$ cat src/rtl/byte_encode_stream_if.sv
// byte_encode_stream_if: coefficient-in / byte-out handshake bundle for the ByteEncode_d stage
interface byte_encode_stream_if #(parameter int D_MAX = 12);
  logic             start;
  logic [3:0]       d;
  logic             coef_valid;
  logic             coef_ready;
  logic [D_MAX-1:0] coef;
  logic             byte_valid;
  logic             byte_ready;
  logic [7:0]       byte_data;
  logic             busy;
  logic             done;
  logic             err;
  modport master (output start, d, coef_valid, coef, byte_ready,
                  input  coef_ready, byte_valid, byte_data, busy, done, err);
  modport slave  (input  start, d, coef_valid, coef, byte_ready,
                  output coef_ready, byte_valid, byte_data, busy, done, err);
endinterface

$ cat src/rtl/byte_encode_stream.sv
// byte_encode_stream: packs the low d bits of 256 coefficients LSB-first into a byte stream
module byte_encode_stream (
  input  logic                 clk,
  input  logic                 rst,
  byte_encode_stream_if.slave  bus
);
  localparam int N = 256;
  typedef enum logic [1:0] {IDLE, RUN, DONE} state_t;
  state_t      state_q, state_d;
  logic [3:0]  d_q, d_d;
  logic [19:0] buf_q, buf_d;
  logic [4:0]  bc_q, bc_d;
  logic [8:0]  cc_q, cc_d;
  logic        err_q, err_d;
  logic        run, coef_acc, byte_acc, d_ok;
  logic [19:0] mask;
  assign run            = state_q == RUN;
  assign bus.coef_ready = run && !cc_q[8] && bc_q < 5'd8;
  assign bus.byte_valid = run && bc_q >= 5'd8;
  assign bus.byte_data  = buf_q[7:0];
  assign bus.busy       = run;
  assign bus.done       = state_q == DONE;
  assign bus.err        = err_q;
  assign coef_acc       = bus.coef_valid && bus.coef_ready;
  assign byte_acc       = bus.byte_valid && bus.byte_ready;
  assign d_ok           = bus.d != 4'd0 && bus.d <= 4'd12;
  assign mask           = (20'd1 << d_q) - 20'd1;
  // bits at and above bc are always zero, so OR-ing the shifted coefficient places it at buf[bc +: d]
  always_comb begin
    state_d = state_q;
    d_d     = d_q;
    buf_d   = buf_q;
    bc_d    = bc_q;
    cc_d    = cc_q;
    err_d   = 1'b0;
    if (state_q == IDLE && bus.start) begin
      err_d = !d_ok;
      if (d_ok) begin
        state_d = RUN;
        d_d     = bus.d;
        buf_d   = '0;
        bc_d    = '0;
        cc_d    = '0;
      end
    end else if (run) begin
      if (coef_acc) begin
        buf_d = buf_q | ((20'(bus.coef) & mask) << bc_q);
        bc_d  = bc_q + 5'(d_q);
        cc_d  = cc_q + 9'd1;
      end else if (byte_acc) begin
        buf_d = buf_q >> 8;
        bc_d  = bc_q - 5'd8;
      end
      state_d = (cc_d == 9'(N) && bc_d == 5'd0) ? DONE : RUN;
    end else if (state_q == DONE) begin
      state_d = IDLE;
    end
  end
  always_ff @(posedge clk or posedge rst) begin
    if (rst) begin
      state_q <= IDLE;
      d_q     <= '0;
      buf_q   <= '0;
      bc_q    <= '0;
      cc_q    <= '0;
      err_q   <= 1'b0;
    end else begin
      state_q <= state_d;
      d_q     <= d_d;
      buf_q   <= buf_d;
      bc_q    <= bc_d;
      cc_q    <= cc_d;
      err_q   <= err_d;
    end
  end
endmodule

$ cat src/flat_wrapper.sv
// flat-port wrapper written by rule: the top's interface ports become plain ports
module byte_encode_stream_flat 
  (clk, rst, bus_start, bus_d, bus_coef_valid, bus_coef, bus_byte_ready, bus_coef_ready, bus_byte_valid, bus_byte_data, bus_busy, bus_done, bus_err);
  byte_encode_stream_if bus_i ();
  input  logic clk;
  input  logic rst;
  input wire logic [$bits(bus_i.start)-1:0] bus_start;
  input wire logic [$bits(bus_i.d)-1:0] bus_d;
  input wire logic [$bits(bus_i.coef_valid)-1:0] bus_coef_valid;
  input wire logic [$bits(bus_i.coef)-1:0] bus_coef;
  input wire logic [$bits(bus_i.byte_ready)-1:0] bus_byte_ready;
  output wire logic [$bits(bus_i.coef_ready)-1:0] bus_coef_ready;
  output wire logic [$bits(bus_i.byte_valid)-1:0] bus_byte_valid;
  output wire logic [$bits(bus_i.byte_data)-1:0] bus_byte_data;
  output wire logic [$bits(bus_i.busy)-1:0] bus_busy;
  output wire logic [$bits(bus_i.done)-1:0] bus_done;
  output wire logic [$bits(bus_i.err)-1:0] bus_err;
  assign bus_i.start = bus_start;
  assign bus_i.d = bus_d;
  assign bus_i.coef_valid = bus_coef_valid;
  assign bus_i.coef = bus_coef;
  assign bus_i.byte_ready = bus_byte_ready;
  assign bus_coef_ready = bus_i.coef_ready;
  assign bus_byte_valid = bus_i.byte_valid;
  assign bus_byte_data = bus_i.byte_data;
  assign bus_busy = bus_i.busy;
  assign bus_done = bus_i.done;
  assign bus_err = bus_i.err;
  byte_encode_stream u_core (.clk(clk), .rst(rst), .bus(bus_i));
endmodule
$ cat config.mk
export PLATFORM = sky130hd
export DESIGN_NAME = byte_encode_stream_flat
export DESIGN_NICKNAME = d
export VERILOG_FILES = /design/src/rtl/byte_encode_stream_if.sv /design/src/rtl/byte_encode_stream.sv /design/src/flat_wrapper.sv
export SDC_FILE = /design/constraint.sdc
export NUM_CORES = 1
export LEC_CHECK = 0
export CAP_MARGIN = 20
export CORE_ASPECT_RATIO = 1.75
export CORE_MARGIN = 4
export CORE_UTILIZATION = 30
export DETAILED_ROUTE_END_ITERATION = 6
export GPL_ROUTABILITY_DRIVEN = 0
export SKIP_LAST_GASP = 1
export SLEW_MARGIN = 0
export SYNTH_ARGS = -nofsm -noshare
export SYNTH_HDL_FRONTEND = slang
export SYNTH_SLANG_ARGS = --single-unit
$ cat constraint.sdc
create_clock -name clk -period 3.2 [get_ports clk]
set_input_delay 0.64 -clock clk [delete_from_list [all_inputs] [get_ports clk]]
set_output_delay 0.64 -clock clk [all_outputs]
set_load 0.05 [all_outputs]
Word level (Yosys, flattened, before mapping) --
Index checks and enable logic that the tools add are counted.
Storage, ports and cells: register bits 41, output and inout port bits 13
Operators by class: shifts and indexed selects 2, $lt $le $gt $ge 3, equal/unequal tests 4, reduce and logical (&&, ||, !) cells 20, add/subtract/negate cells 4, mux-type cells 24, bitwise logic cells 2
Operators with widths (number):
- $mux 20 | 5
- $mux 9 | 6
- $mux 5 | 7
- $and 12x20->20 | 1
- $or 20x20->20 | 1
- $shl 1x4->20 const A | 1
- $shl 20x5->20 | 1
- $sub 20x1->20 const B | 1
- $mux 2 | 5
- $add 9x1->9 const B | 1
- $eq 9x9->1 const B | 1
- $logic_and 1x1->1 | 8
- $reduce_and 2->1 | 3
- $reduce_bool 3->1 | 2
- $add 5x4->5 | 1
- $ge 5x4->1 const B | 1
- $logic_not 5->1 | 1
- $lt 5x4->1 const B | 1
- $sub 5x4->5 const B | 1
- $le 4x4->1 const B | 1
- $reduce_bool 4->1 | 1
- $reduce_and 3->1 | 1
- $eq 2x1->1 const B | 1
- $eq 2x2->1 const B | 1
- other kinds (5) | 6

Logic depth before layout (Yosys ltp) --
Gate-level depths: netlist of the first run.
depth after elaboration 12, gate-level depth with buffers 12

Worst setup path before layout of the first run --
Ideal clock, no wire load.
path kind reg2reg, from register u_core.d_q[2], to register u_core.buf_q[7], data arrival time 2.650 ns, library setup time 0.139 ns, path slack 0.411 ns, data required time 3.061 ns, stages on the path, launching flop included 11, cell sequence dfrtp_1 -> buf_2 -> or4_1 -> ha_1 -> clkbuf_1 -> and2_1 -> o21ai_0 -> nand3_1 -> mux4_2 -> a211oi_2 -> a211oi_2
On the way: longest elaborated chain between the ends 8
RTL lines:
- from (decl) | RTL line byte_encode_stream.sv:10 | logic [3:0] d_q, d_d;
- from (signal assigned) | RTL line byte_encode_stream.sv:62 | d_q <= '0;
- from (signal assigned) | RTL line byte_encode_stream.sv:69 | d_q <= d_d;
- $shl 1x4->20 | RTL line byte_encode_stream.sv:27 | assign mask = (20'd1 << d_q) - 20'd1;
- $sub 20x1->20 | RTL line byte_encode_stream.sv:27
- $and 12x20->20 | RTL line byte_encode_stream.sv:47 | buf_d = buf_q | ((20'(bus.coef) & mask) << bc_q);
- $shl 20x5->20 | RTL line byte_encode_stream.sv:47
- $or 20x20->20 | RTL line byte_encode_stream.sv:47
- $mux 20 | RTL line byte_encode_stream.sv:46 | if (coef_acc) begin
- $mux 20 | RTL line byte_encode_stream.sv:45 | end else if (run) begin
- $mux 20 | RTL line byte_encode_stream.sv:36 | if (state_q == IDLE && bus.start) begin
- to (signal assigned) | RTL line byte_encode_stream.sv:70 | buf_q <= buf_d;
- to (decl) | RTL line byte_encode_stream.sv:11 | logic [19:0] buf_q, buf_d;
No other way between the ends. The select of a mux whose other input is x is not followed. A chain may end at the register's enable or synchronous reset.

Final worst setup path of the first run --
from register u_core.d_q[2], to register u_core.buf_q[12]
Same word-level chain as after synthesis.

==> impl_metrics.py, run 1 <==
metrics = {
    "status": {
        "status": "finished, final reports clean",
    },
    "synthesis": {
        "yosysTopAreaCellShare_pct": 30.20,
        "syn-num-nets": 428,
        "ys_async_sr_fraction_pct": 100.0,
        "syn_area_per_cell_sq_um": 8.514,
        "synth_common_cells": "nand2_1, dfrtp_1, nor2_1",
        "synth-seq-cells": 41,
        "synthFlopType": "dfrtp_1",
        "synthesis.yosys.warnings": 0,
        "ys_top_cells_by_area": "dfrtp_1, nand2_1, a21oi_1, nor2_1, o21ai_0",
        "ys_seq_area_share_pct": 30.20,
        "yosys.area_share.adder_pct": 3.168,
        "yosysMostFrequentCell": "nand2_1",
        "synth-simple-area-share_pct": 24.35,
        "syn-cell-area_sq_um": 3397,
        "synth_cells": 399,
        "synth-compound-area-share_pct": 27.85,
        "synth-xor-area-share_pct": 1.547,
        "synth_top_family_by_area": "compound AO/OA/AOI/OAI gates",
        "yosysUniqueCellTypes": 78,
        "synth_top_area_cell": "dfrtp_1",
        "synth_edf_count": 0,
        "synth_mux_area_share_pct": 4.972,
    },
    "drt": {
        "drt_iter0_markers": 283,
        "viasPerCell": 5.758,
        "first_pass_iters": 6,
        "ant_nets": 0,
        "wl_per_cell_um": 17.72,
        "drt-total-wl_mm": 9.731,
        "vias": 3161,
        "drc_errors": 0,
    },
    "die": {
        "die_y_um": 148.8,
        "rows": 51,
        "initial_core_util_pct": 30.59,
        "dieArea_sq_um": 13160,
        "core_sq_um": 11100,
        "ios": 34,
        "die_w_um": 88.44,
    },
    "timing": {
        "slew_violations": 0,
        "setup_ws_ns": 0.3454,
        "fmax_mhz": 350.3,
        "period_minus_slack_ns": 2.855,
        "fin_skew_ns": 0.009024,
        "finalSetupTns_ns": 0,
        "period_share_pct": 89.21,
        "relSlewSlack_pct": 48.01,
        "tightest_slew_ns": 0.7727,
        "hold_viol": 0,
        "rsz0062_at_grt": "false",
        "setup-violations-final": 0,
    },
    "clock_network": {
        "cts_buffers": 5,
        "cts.repair.resized": 0,
        "cts_tree": "done",
        "cts_root_buffer": "clkbuf_16",
        "cts_hold_buf": 0,
        "clockBufferDepth": 2,
        "htree_levels": 2,
        "clock_latency_ns": 0.29,
        "path_clk_slew_ns": 0.07,
        "cts.sinks": 41,
        "cts_setup_buffers": 0,
    },
    "hold_path": {
        "timing.hold.worst.class": "reg2reg",
        "hold_depth": 1,
    },
    "placed_design": {
        "io_buffer_count": 33,
        "hpwl_mm": 7.390,
        "place_ws_ns": 0.3947,
    },
    "worst_setup_path": {
        "slowest_delay_ns": 0.38,
        "path_max_fanout": 18,
        "worstPathArrival_ns": 3.08,
        "startpoint_type": "register",
        "cp_cell_sequence": "buf_4 -> nor3_1 -> nand2_1 -> ha_1 -> nor4b_1 -> a211oi_1 -> o22ai_1 -> o21ai_0 -> a221oi_1 -> a211o_1",
        "ff2ff_path_depth": 10,
        "criticalPathCategory": "reg2reg",
        "cp.required_ns": 3.42,
        "cpMaxStageDelayCell": "dfrtp_1",
        "end_kind": "register",
    },
    "layout": {
        "areaGrowthSynthToFinish_pct": 16.76,
        "fill_cells": 1170,
        "final_core_util_pct": 35.72,
        "nets": 445,
        "n_antenna_cell": 0,
        "drive_above_1_share_pct": 11.99,
    },
    "grt": {
        "grt_pass1_wl_mm": 16.01,
        "track_usage_pct": 15.44,
        "antenna_found_initial": 0,
        "grt-ovfl-total": 0,
        "grt_pass1_vias": 3177,
        "grt_max_degree": 42,
    },
    "power": {
        "total_power_mw": 3.639,
        "ir_drop_mv": 0.3191,
        "cellPowerDensity_nw_per_um2": 917.5,
        "leakage_nw": 1.634,
    },
    "job": {
        "maxCapViolCount": 0,
    },
}
-- per-layer routing --
layer  track usage [%]  share of wire (%)  vias to the layer above
met5                 0                  0                        -
met4             6.732                3.2                        0
met3             1.714                4.6                       21
met2             26.61                 51                      100
met1             19.01                 41                     1514
li1                  -                  -                     1526
-- power by group --
group	internal (mW)	switching [mW]	total [mW]
clock network	0.450	0.216	0.666
registers	0.683	0.166	0.849
logic	0.795	1.33	2.12
-- worst max-delay path: cells and delay by family (launching register included) --
family	cells	cell delay, ns
AO/OA/AOI/OAI	5	1.16
AND/OR/NAND/NOR	3	0.72
flip-flops	1	0.38
adder cells (fa/ha/maj)	1	0.31
buffers and inverters	1	0.21
-- kinds of logic after synthesis --
| group | after synthesis |
|---|---|
| muxes | 14 |
| AOI/OAI and AO/OA | 123 |
| xor gates and xnor gates | 6 |
| and+or+nand+nor | 158 |
| adders and majority gates | 8 |
| DFF | 41 |
| buffers and inverters | 49 |
-- metrics by stage --
step,hold WS [ns],area (sq um),instances
6_report,0.4870,3966,549
5_1_grt,0.5012,3966,549
4_1_cts,0.4911,3966,549
3_5_place_dp,0.4763,3772,541
3_3_place_gp,0.4669,3772,541
2_1_floorplan,0.4483,3397,399
-- final timing paths --
path / slack (ns) / from / endpoint
setup / recovery: 0.35 / u_core.d_q[2]$_DFFE_PP0P_ / u_core.buf_q[12]$_DFFE_PP0P_
hold / removal: 0.49 / u_core.buf_q[12]$_DFFE_PP0P_ / u_core.buf_q[12]$_DFFE_PP0P_
setup reg to reg: 0.35 / u_core.d_q[2]$_DFFE_PP0P_ / u_core.buf_q[12]$_DFFE_PP0P_
hold reg to reg: 0.49 / u_core.buf_q[12]$_DFFE_PP0P_ / u_core.buf_q[12]$_DFFE_PP0P_
max in group asynchronous: 2.06 / rst / u_core.cc_q[4]$_DFFE_PP0P_
min in group asynchronous: 0.77 / rst / u_core.buf_q[5]$_DFFE_PP0P_
-- placed cells by master (no fill, tap or decap), drive strengths merged, types with 5 or more instances in the layout --
cell / synthesis / final
nand2: 50 / 50
dfrtp: 41 / 41
clkdlybuf4s50: 0 / 31
nor2: 26 / 26
a21oi: 25 / 25
o21ai: 21 / 21
nand3: 19 / 19
buf: 24 / 17
nor3: 16 / 16
inv: 10 / 11
mux2i: 9 / 9
a211oi: 9 / 9
a31oi: 8 / 8
ha: 7 / 7
a22o: 5 / 5
o211ai: 5 / 5
clkbuf: 14 / 5
or3: 5 / 5
and3: 5 / 5
and2: 5 / 5
-- sequential cells by signal, indices dropped and copies added, names as in the netlist --
name            cells
u_core.bc_q         5
u_core.buf_q       20
u_core.bus.err      1
u_core.cc_q         9
u_core.d_q          4
u_core.state_q      2
-- area by class of cell --
type	count	area, sq um	area share [%]
multi-input cells	309	2102	53.00
flip-flops and latches	41	1026	25.87
repair buffers	48	437.9	11.04
well taps	132	165.2	4.164
clock buffers	5	125.1	3.155
clock inverters	3	68.82	1.735
inverters	11	41.29	1.041
No activity file was read; power rests on OpenSTA's default activity.
==> run 2, diff against run 1 <==
--- a/config.mk
+++ b/config.mk
@@ -6,11 +6,13 @@
 export NUM_CORES = 1
 export LEC_CHECK = 0
 export CAP_MARGIN = 20
-export CORE_ASPECT_RATIO = 1.75
+export CORE_ASPECT_RATIO = 0.5
 export CORE_MARGIN = 4
 export CORE_UTILIZATION = 30
+export CTS_BUF_LIST = sky130_fd_sc_hd__clkbuf_16
 export DETAILED_ROUTE_END_ITERATION = 6
 export GPL_ROUTABILITY_DRIVEN = 0
+export MAX_ROUTING_LAYER = met4
 export SKIP_LAST_GASP = 1
 export SLEW_MARGIN = 0
 export SYNTH_ARGS = -nofsm -noshare
==> impl_metrics.py, run 2 (synthesized netlist as in run 1, its figures left out) <==
metrics = {
    "status": {
        "status": "finished, final reports clean",
    },
    "timing": {
        "finalSetupTns_ns": 0,
        "rsz0062_at_grt": "false",
        "relSlewSlack_pct": 57.34,
        "hold_viol": 0,
        "fmax_mhz": 347.7,
        "tightest_slew_ns": 0.6360,
        "slew_violations": 0,
        "hold-worst-slack_ns": 0.4924,
        "period_share_pct": 89.87,
        "period_minus_slack_ns": 2.876,
        "fin_skew_ns": 0.002494,
        "setup-violations-final": 0,
    },
    "layout": {
        "areaGrowthSynthToFinish_pct": 16.98,
        "largest-register": "u_core.buf_q",
        "final_common_cell": "nand2_1",
        "largest_reg_flops": 20,
        "final_cell_mix": "nand2_1, dfrtp_1, clkdlybuf4s50_1",
        "n_antenna_cell": 0,
        "fill_cells": 1116,
        "instances_no_fill": 565,
        "finish.instance_area_sq_um": 3974,
        "multi_input_area_sq_um": 2102,
        "drive_above_1_share_pct": 12.14,
        "regArea_sq_um": 1026,
        "reg_top3": "u_core.buf_q x20, u_core.cc_q x9, u_core.bc_q x5",
        "nets": 448,
    },
    "drt": {
        "viasPerCell": 5.619,
        "wl_per_cell_um": 16.94,
        "first_pass_iters": 5,
        "drt_iter0_markers": 329,
        "drc_errors": 0,
        "ant_nets": 0,
        "vias": 3175,
        "drt-total-wl_mm": 9.569,
    },
    "clock_network": {
        "clockBufferDepth": 2,
        "cts_buffers": 5,
        "clock_latency_ns": 0.28,
        "path_clk_slew_ns": 0.06,
        "cts_setup_buffers": 0,
        "htree_levels": 2,
        "cts_hold_buf": 0,
        "cts.repair.resized": 0,
        "cts_root_buffer": "clkbuf_16",
        "cts.sinks": 41,
        "cts_tree": "done",
    },
    "grt": {
        "grt_pass1_wl_mm": 15.95,
        "grt-ovfl-total": 0,
        "antenna_found_initial": 0,
        "track_usage_pct": 15.29,
        "grt_max_degree": 30,
        "grt_pass1_vias": 3022,
    },
    "power": {
        "leakage_nw": 1.634,
        "cellPowerDensity_nw_per_um2": 891.2,
        "ir_drop_mv": 0.2296,
    },
    "die": {
        "die_y_um": 83.25,
        "die_w_um": 158.5,
        "core_sq_um": 11010,
        "dieArea_sq_um": 13190,
        "initial_core_util_pct": 30.85,
        "ios": 34,
        "rows": 27,
    },
    "placed_design": {
        "dpl-instance-area_sq_um": 3811,
        "dp_cells": 557,
        "hpwl_mm": 7.233,
        "io_buffer_count": 33,
    },
    "worst_setup_path": {
        "end_kind": "register",
        "cp.required_ns": 3.36,
        "criticalPathCategory": "reg2reg",
        "ff2ff_path_depth": 8,
        "path_max_fanout": 10,
        "startpoint_type": "register",
        "worstPathArrival_ns": 3.04,
    },
    "job": {
        "maxCapViolCount": 0,
    },
    "hold_path": {
        "timing.hold.worst.class": "reg2reg",
        "hold_depth": 2,
    },
}
==> run 2: cell count changes in the layout (fill, tap and decap cells not counted) <==
cell	delta
buf_4	+3
inv_6	-1
clkinv_1	+2
bufinv_16	-1
==> run 2: cell type report <==
type,count,area share [%]
Multi-Input combinational cell,309,52.90
Sequential cell,41,25.82
Timing Repair Buffer,51,11.59
Tap cell,145,4.565
Clock buffer,5,3.149
Inverter,11,1.039
Clock inverter,3,0.9446
==> run 2: power breakdown <==
part	internal [mW]	switching (mW)	total, mW
combinational	0.798	1.32	2.12
sequential	0.683	0.166	0.849
clock	0.363	0.209	0.572
==> run 2: per-layer routing <==
layer | vias to the layer above | part of all wire, % | wire length [um] | GRT usage, %
met5 | - | 0 | 0 | -
met4 | 0 | 1.3 | 125 | 4.102
met3 | 11 | 5.9 | 566 | 3.748
met2 | 100 | 43 | 4083 | 21.07
met1 | 1535 | 50 | 4793 | 22.16
li1 | 1529 | - | - | -
==> run 2: stage by stage <==
stage	power, mW	utilization (%)	setup WS [ns]
floorplan	2.498	-	0.4108
detailed placement	2.946	34.61	0.3613
global placement	2.948	34.61	0.4295
CTS	3.532	36.08	0.3341
global route	3.796	36.08	0.1748
finish	3.541	36.08	0.3243
==> run 2: final timing paths <==
check,from,endpoint,slack [ns]
setup / recovery,u_core.d_q[1]$_DFFE_PP0P_,u_core.buf_q[7]$_DFFE_PP0P_,0.32
hold / removal,u_core.buf_q[16]$_DFFE_PP0P_,u_core.buf_q[16]$_DFFE_PP0P_,0.49
setup reg to reg,u_core.d_q[1]$_DFFE_PP0P_,u_core.buf_q[7]$_DFFE_PP0P_,0.32
hold reg to reg,u_core.buf_q[16]$_DFFE_PP0P_,u_core.buf_q[16]$_DFFE_PP0P_,0.49
max in group asynchronous,rst,u_core.buf_q[14]$_DFFE_PP0P_,1.98
min in group asynchronous,rst,u_core.buf_q[0]$_DFFE_PP0P_,0.67
==> run 2: worst max-delay path, cell delays in order (launching register included) <==
cell and delay, ns:
dfrtp_1 0.45, or4_1 0.55, ha_1 0.32, and2_1 0.22
o21ai_0 0.18, nand3_1 0.17, mux4_2 0.54, a211oi_2 0.25
a211oi_2 0.06
==> run 3, diff against run 2 <==
--- a/config.mk
+++ b/config.mk
@@ -7,13 +7,12 @@
 export LEC_CHECK = 0
 export CAP_MARGIN = 20
 export CORE_ASPECT_RATIO = 0.5
-export CORE_MARGIN = 4
+export CORE_MARGIN = 2
 export CORE_UTILIZATION = 30
 export CTS_BUF_LIST = sky130_fd_sc_hd__clkbuf_16
 export DETAILED_ROUTE_END_ITERATION = 6
 export GPL_ROUTABILITY_DRIVEN = 0
 export MAX_ROUTING_LAYER = met4
-export SKIP_LAST_GASP = 1
 export SLEW_MARGIN = 0
 export SYNTH_ARGS = -nofsm -noshare
 export SYNTH_HDL_FRONTEND = slang
==> constraint.sdc (replaced) <==
create_clock -name clk -period 3.3 [get_ports clk]
set_input_delay 0.66 -clock clk [delete_from_list [all_inputs] [get_ports clk]]
set_output_delay 0.66 -clock clk [all_outputs]
set_load 0.05 [all_outputs]
==> impl_metrics.py, run 3 (synthesized netlist as in run 1, its figures left out) <==
metrics = {
    "status": {
        "status": "finished, final reports clean",
    },
    "hold_path": {
        "timing.hold.worst.class": "reg2reg",
        "whs_endpoint": "u_core.buf_q[14]$_DFFE_PP0P_",
        "hold_depth": 2,
        "worstHoldStart": "u_core.buf_q[14]$_DFFE_PP0P_",
    },
    "worst_setup_path": {
        "startpoint": "u_core.bc_q[4]$_DFFE_PP0P_",
        "cp_num_buf_inv": 2,
        "cp.required_ns": 2.64,
        "cpMaxStageDelayCell": "clkdlybuf4s50_1",
        "worstPathArrival_ns": 2.48,
        "end_kind": "output pin",
        "path_delay_family": "buffers and inverters",
        "ff2ff_path_depth": 8,
        "slowest_delay_ns": 0.85,
        "cp_cell_sequence": "inv_1 -> ha_1 -> and4bb_1 -> clkdlybuf4s50_1",
        "path_max_fanout": 13,
        "rrSetupSlack_ns": 0.41,
        "r2r-end": "u_core.buf_q[12]$_DFFE_PP0P_",
        "criticalPathCategory": "reg2out",
        "startpoint_type": "register",
        "reg2reg_from": "u_core.d_q[0]$_DFFE_PP0P_",
    },
    "drt": {
        "vias": 3146,
        "drt-total-wl_mm": 9.549,
        "drt_iter0_markers": 352,
        "ant_nets": 0,
        "drc_errors": 0,
        "viasPerCell": 5.598,
        "wl_per_cell_um": 16.99,
        "first_pass_iters": 6,
    },
    "layout": {
        "areaGrowthSynthToFinish_pct": 16.39,
        "drive_above_1_share_pct": 11.27,
        "nets": 445,
        "reg_top3": "u_core.buf_q x20, u_core.cc_q x9, u_core.bc_q x5",
        "n_antenna_cell": 0,
        "final_cell_mix": "nand2_1, dfrtp_1, clkdlybuf4s50_1",
        "multi_input_area_sq_um": 2102,
        "largest_reg_flops": 20,
        "finish.instance_area_sq_um": 3954,
        "final_common_cell": "nand2_1",
        "largest-register": "u_core.buf_q",
        "regArea_sq_um": 1026,
        "fill_cells": 1146,
    },
    "clock_network": {
        "clockBufferDepth": 2,
        "path_clk_slew_ns": 0.06,
        "cts_buffers": 5,
        "clock_latency_ns": 0.29,
        "cts.sinks": 41,
        "htree_levels": 2,
        "cts.repair.resized": 0,
        "cts_tree": "done",
        "cts_setup_buffers": 0,
        "cts_root_buffer": "clkbuf_16",
        "cts_hold_buf": 0,
    },
    "grt": {
        "grt_pass1_vias": 2828,
        "track_usage_pct": 16.35,
        "grt-ovfl-total": 0,
        "grt_max_degree": 30,
        "antenna_found_initial": 0,
        "grt_pass1_wl_mm": 15.39,
    },
    "timing": {
        "setup-violations-final": 0,
        "finalSetupTns_ns": 0,
        "period_share_pct": 95.07,
        "slew_violations": 0,
        "fin_skew_ns": 0.007143,
        "fmax_mhz": 318.7,
        "tightest_slew_ns": 0.5571,
        "rsz0062_at_grt": "false",
        "hold_viol": 0,
        "period_minus_slack_ns": 3.137,
        "relSlewSlack_pct": 62.86,
    },
    "die": {
        "rows": 27,
        "core_sq_um": 11010,
        "die_y_um": 79.25,
        "dieArea_sq_um": 12240,
        "ios": 34,
        "die_w_um": 154.5,
        "initial_core_util_pct": 30.85,
    },
    "power": {
        "leakage_nw": 1.618,
        "cellPowerDensity_nw_per_um2": 867.2,
        "ir_drop_mv": 0.2576,
    },
    "job": {
        "maxCapViolCount": 0,
    },
    "placed_design": {
        "hpwl_mm": 7.060,
        "io_buffer_count": 33,
        "dpl-instance-area_sq_um": 3791,
    },
}
-- run 3: cell count changes in the layout (fill, tap and decap cells not counted) --
| cell | previous run | this run |
|---|---|---|
| clkdlybuf4s50_1 | 31 | 32 |
| buf_4 | 20 | 16 |
-- run 3: worst max-delay path by stage --
stage / cells past startpoint / endpoint
floorplan: 10 / u_core.buf_q[7]$_DFFE_PP0P_
global placement: 10 / u_core.buf_q[12]$_DFFE_PP0P_
detailed placement: 4 / bus_coef_ready
CTS: 4 / bus_coef_ready
global route: 4 / bus_coef_ready
finish: 4 / bus_coef_ready
-- run 3: metrics by stage --
step	total power [mW]	instances	util [%]	worst slack, ns	hold slack [ns]
floorplan	2.422	399	-	0.5108	0.4483
global placement	2.842	554	34.42	0.5224	0.4785
detailed placement	2.849	554	34.42	0.5101	0.4740
CTS	3.413	562	35.90	0.1881	0.4930
global route	3.664	562	35.90	0.08115	0.5234
finish	3.429	562	35.90	0.1625	0.4848
-- run 3: metal layers --
metal	GRT usage, %	routed length (um)
met1	23.82	4900
met5	-	0
met4	3.704	111
met3	3.111	544
met2	23.35	3992
-- run 3: worst reg2reg max path: cells and delay by family, from the launching register on --
family,cells,cell delay (ns)
simple gates,2,0.97
compound gates,5,1.18
fa+ha+maj,1,0.33
flops,1,0.37
-- run 3: where the power goes --
| part | switching, mW | leakage (nW) | internal [mW] |
|---|---|---|---|
| Combinational | 1.27 | 1.01 | 0.769 |
| Clock | 0.201 | 0.0826 | 0.352 |
| Sequential | 0.172 | 0.527 | 0.662 |
| Total | 1.65 | 1.62 | 1.78 |
-- run 3: cell type report --
type | instances | share of cell area, %
well taps | 145 | 4.589
multi-input cells | 309 | 53.16
repair buffers | 48 | 11.14
flip-flops and latches | 41 | 25.95
inverters | 11 | 1.044
clock buffers | 5 | 3.165
clock inverters | 3 | 0.9494
